$ cat config.mk
export PLATFORM = sky130hd
export DESIGN_NAME = oam_responder
export DESIGN_NICKNAME = d
export VERILOG_FILES = /design/src/rtl/oam_responder.sv
export SDC_FILE = /design/constraint.sdc
export NUM_CORES = 2
export LEC_CHECK = 0
export ABC_AREA = 1
export ABC_CLOCK_PERIOD_IN_PS = 8400
export CAP_MARGIN = 25
export CORE_UTILIZATION = 30
export DETAILED_ROUTE_END_ITERATION = 16
export HOLD_SLACK_MARGIN = 0.1
export PLACE_DENSITY = 0.45
export SLEW_MARGIN = 10
export SYNTH_ARGS = -nofsm -noshare
export SYNTH_HDL_FRONTEND = slang
export SYNTH_SLANG_ARGS = --single-unit
$ cat constraint.sdc
create_clock -name clk -period 8.4 [get_ports clk]
set_input_delay 0.84 -clock clk [delete_from_list [all_inputs] [get_ports clk]]
set_output_delay 0.84 -clock clk [all_outputs]
set_load 0.005 [all_outputs]
$ cat src/rtl/oam_responder.sv
// OAM target: 160-byte object attribute memory shared by the DMA write stream,
// CPU MMIO and the PPU sprite-entry fetcher, with fixed-priority arbitration
// (DMA > PPU > CPU) and CPU bus lockout.
module oam_responder #(
  parameter int          OAM_BYTES = 160,
  parameter logic [7:0]  OAM_PAGE  = 8'hFE
) (
  input  logic        clk,
  input  logic        rst,
  input  logic        dma_wr,
  input  logic [15:0] dma_a,
  input  logic [7:0]  dma_dout,
  input  logic        dma_occupy_oambus,
  input  logic        cpu_rd,
  input  logic        cpu_wr,
  input  logic [15:0] cpu_a,
  input  logic [7:0]  cpu_din,
  output logic [7:0]  cpu_dout,
  input  logic        ppu_lock,
  input  logic        ppu_req,
  input  logic [5:0]  ppu_idx,
  output logic        ppu_busy,
  output logic        ppu_ack,
  output logic [7:0]  ppu_y,
  output logic [7:0]  ppu_x,
  output logic [7:0]  ppu_tile,
  output logic [7:0]  ppu_attr
);

  localparam logic [8:0] LP_BYTES   = 9'(OAM_BYTES);
  localparam logic [6:0] LP_ENTRIES = 7'(OAM_BYTES / 4);

  typedef enum logic {S_IDLE, S_FETCH} state_t;

  logic [7:0] r_mem [OAM_BYTES];

  state_t     r_state, w_state_nx;
  logic [5:0] r_idx, w_idx_nx;
  logic [1:0] r_k, w_k_nx;
  logic       r_ack, w_ack_nx;
  logic       w_ppu_rd;
  logic [7:0] r_cpu_dout;
  logic [7:0] r_y, r_x, r_tile, r_attr;

  logic       w_dma_hit;
  logic       w_cpu_sel, w_cpu_block, w_cpu_in_range, w_cpu_we, w_cpu_re;
  logic [7:0] w_rd_addr, w_rd_data, w_ppu_byte;
  logic       w_idx_ok;

  assign w_dma_hit = dma_wr && (dma_a[15:8] == OAM_PAGE) && ({1'b0, dma_a[7:0]} < LP_BYTES);

  assign w_cpu_sel      = (cpu_a[15:8] == OAM_PAGE);
  assign w_cpu_block    = dma_occupy_oambus || ppu_lock || w_dma_hit || (r_state == S_FETCH);
  assign w_cpu_in_range = ({1'b0, cpu_a[7:0]} < LP_BYTES);
  assign w_cpu_we       = cpu_wr && w_cpu_sel && !w_cpu_block && w_cpu_in_range;
  // A simultaneous write takes precedence, so the read path stays quiet.
  assign w_cpu_re       = cpu_rd && !cpu_wr && w_cpu_sel;

  // {idx,k} is exactly 4*idx+k; the single read port goes to the PPU while fetching.
  assign w_rd_addr  = (r_state == S_FETCH) ? {r_idx, r_k} : cpu_a[7:0];
  assign w_rd_data  = r_mem[w_rd_addr];
  assign w_idx_ok   = ({1'b0, r_idx} < LP_ENTRIES);
  assign w_ppu_byte = w_idx_ok ? w_rd_data : 8'hFF;

  // Array write port: DMA always wins, CPU writes only when not locked out.
  always_ff @(posedge clk) begin
    if (w_dma_hit)
      r_mem[dma_a[7:0]] <= dma_dout;
    else if (w_cpu_we)
      r_mem[cpu_a[7:0]] <= cpu_din;
  end

  // CPU read data register; holds when no read strobe is accepted.
  always_ff @(posedge clk) begin
    if (rst)
      r_cpu_dout <= 8'hFF;
    else if (w_cpu_re) begin
      if (w_cpu_block)
        r_cpu_dout <= 8'hFF;
      else if (!w_cpu_in_range)
        r_cpu_dout <= 8'h00;
      else
        r_cpu_dout <= w_rd_data;
    end
  end

  // Fetch FSM next-state: a DMA hit stalls the byte counter for a cycle.
  always_comb begin
    w_state_nx = r_state;
    w_idx_nx   = r_idx;
    w_k_nx     = r_k;
    w_ack_nx   = 1'b0;
    w_ppu_rd   = 1'b0;
    case (r_state)
      S_IDLE: begin
        if (ppu_req) begin
          w_idx_nx   = ppu_idx;
          w_k_nx     = '0;
          w_state_nx = S_FETCH;
        end
      end
      S_FETCH: begin
        if (!w_dma_hit) begin
          w_ppu_rd = 1'b1;
          w_k_nx   = r_k + 2'd1;
          if (r_k == 2'd3) begin
            w_state_nx = S_IDLE;
            w_ack_nx   = 1'b1;
          end
        end
      end
      default: w_state_nx = S_IDLE;
    endcase
  end

  // Fetch FSM state register.
  always_ff @(posedge clk) begin
    if (rst) begin
      r_state <= S_IDLE;
      r_idx   <= '0;
      r_k     <= '0;
      r_ack   <= 1'b0;
    end else begin
      r_state <= w_state_nx;
      r_idx   <= w_idx_nx;
      r_k     <= w_k_nx;
      r_ack   <= w_ack_nx;
    end
  end

  // Sprite-entry output bytes, one per fetch cycle, held until overwritten.
  always_ff @(posedge clk) begin
    if (rst) begin
      r_y    <= '0;
      r_x    <= '0;
      r_tile <= '0;
      r_attr <= '0;
    end else if (w_ppu_rd) begin
      case (r_k)
        2'd0: r_y    <= w_ppu_byte;
        2'd1: r_x    <= w_ppu_byte;
        2'd2: r_tile <= w_ppu_byte;
        default: r_attr <= w_ppu_byte;
      endcase
    end
  end

  assign cpu_dout = r_cpu_dout;
  assign ppu_busy = (r_state == S_FETCH);
  assign ppu_ack  = r_ack;
  assign ppu_y    = r_y;
  assign ppu_x    = r_x;
  assign ppu_tile = r_tile;
  assign ppu_attr = r_attr;

endmodule

==> flow_summary_export.csv <==
group,metric,value,unit
logic_synthesis,yosys.area.top_type_share,69.6,%
drt,drt-total-wl,177000,um
timing,worst_slew_pin_slew,1.11,ns
logic_synthesis,postSynthCellCount,4831,
drt,drtAntennaViolNets,0,
placement,io_buffers,103,
global_route,grt_pass1_wl,255000,um
floorplanning,ios,104,
placement,place_area,0.0586,mm^2
logic_synthesis,synth_area_leaders,"edfxtp_1 70%, nand3_1 9.7%, nand2_1 8.3%, nor2_1 2.3%, dfxtp_1 1.8%",
drt,vias,36800,
cts,cts_resized,0,
timing,hold_viol,0,
setup_path,start_kind,"register",
timing,finalSetupTns,0,ns
placement,preCtsSetupSlack,3.42,ns
setup_path,required,9.08,ns
drt,drc,0,
cts,insertion_delay,0.80,ns
timing,worst_slack,3.76,ns
floorplanning,fp.dieW,431,um
drt,first_pass_iters,5,
placement,place_congestion,0.850,
logic_synthesis,netlist_top_cells_count,"1,280 x edfxtp_1, 1,215 x nand2_1, 1,071 x nand3_1, 342 x nor2_1, 222 x inv_1",
logic_synthesis,yosysSeqAreaShare,71.4,%
cts,postCtsSetupBuffers,0,
logic_synthesis,synth.distinct_cells,35,
global_route,grt_pass1_vias,35800,
cts,clock_sinks,1330,
layout,syn2layout_area_growth,14.5,%
layout,fin_util,34.6,%
logic_synthesis,ys_warn_count,0,
logic_synthesis,synthArstFlopShare,0,%
global_route,groute.usage.overall,18.7,%
drt,drt-initial-drc-count,3259,
min_path,hold_class,"reg -> reg",
cts,cts_tree,"done",
drt,wire_per_inst,23.8,um
setup_path,cpMostUsedCell,"nand3_1",
power_and_ir_drop,p_per_area,240,mW/mm^2
setup_path,critPathKind,"reg -> reg",
setup_path,slowest_delay,0.50,ns
cts,cts_hold_buf,0,
timing,period_share,55.2,%
logic_synthesis,syn_area,0.0553,mm^2
timing,max_freq,216,MHz
logic_synthesis,syn_area_per_cell,11.4,um^2
floorplanning,rows,157,
logic_synthesis,synth-edff-count,1280,
power_and_ir_drop,p_leak,21.6,nW
global_route,grt-ovfl-total,0,
layout,fillers,18300,
floorplanning,core,0.183,mm^2
logic_synthesis,syn_nets,4898,
cts,clk_pin_slew,0.06,ns
power_and_ir_drop,ir_worst_vdd,0.205,mV
cts,root_buffer,"clkbuf_16",
logic_synthesis,synth.most_common_cell,"edfxtp_1",
global_route,antenna_found_initial,3,
setup_path,crit_fanout,116,
timing,slew_viol_final,0,
timing,fin_skew,0.0380,ns
logic_synthesis,ys.flop_type,"edfxtp_1",
logic_synthesis,ys_seq_elements,1330,
drt,vias_per_cell,4.96,
placement,dpl.hpwl,104000,um
cts,cts_buffers,149,
cts,cts.path.max_buffers,3,
floorplanning,die_area,0.186,mm^2
power_and_ir_drop,finalPower,0.0152,W
cts,cts_max_level,4,
floorplanning,die_y,431,um
status,status,"complete, no violations",
timing,finalSetupViolCount,0,
layout,layout-drive-gt1-share,5.85,%
job,cap_violations,0,
timing,min_period,4.64,ns
setup_path,critPathSlowestCell,"buf_12",
timing,grt_setup_unrepaired,"no",
global_route,grt_max_degree,161,
timing,max-slew-margin-rel,25.6,%
layout,fin_nets,4908,
layout,fin_area,0.0633,mm^2
setup_path,critPathCaptureType,"register",
logic_synthesis,synth_top_area_cell,"edfxtp_1",
setup_path,path_cells,"buf_4 -> nand2_1 -> buf_4 -> nand2_8 -> buf_12 -> nand2_1 -> nand3_1 -> nand3_1 -> nand3_1 -> nand3_1 -> nand3_1 -> nand3_1 -> nand2_1 -> nand2_1 -> nand4_1 -> nand2_1 -> inv_1",
setup_path,worst-endpoint-arrival,5.32,ns
setup_path,ff2ff_setup_slack,3.76,ns
floorplanning,initial_core_util,30.2,%
## placed cells by master, fill, tap and decap left out, types with 3 or more instances in the layout
cell             instances
a21oi_1                 20
buf_12                  15
buf_4                   39
bufinv_16               11
clkbuf_1                32
clkbuf_16              150
clkbuf_8                 5
clkdlybuf4s50_1        103
clkinv_1                38
clkinv_2                15
clkinv_8                 3
clkinvlp_4               3
dfxtp_1                 50
edfxtp_1              1280
ha_1                     5
inv_1                  221
inv_16                   3
inv_2                    4
inv_6                    7
nand2_1               1207
nand2_2                  7
nand2_4                  8
nand3_1               1071
nand4_1                 30
nor2_1                 342
nor3_1                   4
o211ai_1                22
o21a_1                  32
o21ai_0                140
o21ai_1                 13
o21ai_4                  5
o221ai_1                44
o22ai_1                  6
## final cells by class
class	instances	area (um^2)	share of cell area [%]
inverters	228	862	1.36
clock inverters	79	783	1.24
repair buffers	161	1690	2.67
diodes	1	2.50	0.00395
clock buffers	187	3940	6.23
flip-flops and latches	1330	39400	62.3
multi-input cells	2971	13500	21.3
well taps	2464	3080	4.87
## power by group
part	internal (W)	total, W	switching, W
sequential	0.00728	0.00728	0.00000630
combinational	0.000372	0.00150	0.00113
clock	0.00368	0.00642	0.00274
## cell families after synthesis
group,share of synthesized area [%]
adder cells (fa/ha/maj),0.113
AND/OR/NAND/NOR,20.9
flip-flops,71.4
buffers and inverters,4.44
AO/OA/AOI/OAI,3.19
## per-layer routing
layer	up-vias	global-route usage, %	part of all wire (%)
li1	17000	-	-
met1	18500	25.3	44
met2	1052	30.4	48
met3	238	3.26	5.5
met4	2	5.71	2.7
met5	-	0	0.0073
## through the flow
step / std cells / hold slack (ns)
2_1_floorplan: 4831 / 0.444
3_3_place_gp: 7149 / 0.465
3_5_place_dp: 7154 / 0.470
4_1_cts: 7420 / 0.486
5_1_grt: 7420 / 0.510
6_report: 7421 / 0.479
## state kept, by name, indices dropped and copies added, names as in the netlist
| name | count |
|---|---|
| cpu_dout | 8 |
| r_mem | 1280 |
| ppu_y | 8 |
| r_idx | 6 |
| ppu_attr | 8 |
| r_k | 2 |
| ppu_busy | 1 |
| ppu_x | 8 |
| ppu_tile | 8 |
| ppu_ack | 1 |
## final timing paths
| kind | startpoint | end | cells past startpoint |
|---|---|---|---|
| worst min register to register | cpu_dout[2] | cpu_dout[2] | 2 |
| worst max-delay path | ppu_busy | ppu_attr[0] | 17 |
| worst max register to register | ppu_busy | ppu_attr[0] | 17 |
| worst min-delay path | cpu_dout[2] | cpu_dout[2] | 2 |
## worst max-delay path, delay by kind of cell (launching register included)
kind | cells | cell delay, ns
simple gates | 13 | 2.53
flops | 1 | 0.29
buf+inv | 4 | 1.24
No activity file was read; power rests on OpenSTA's default activity.
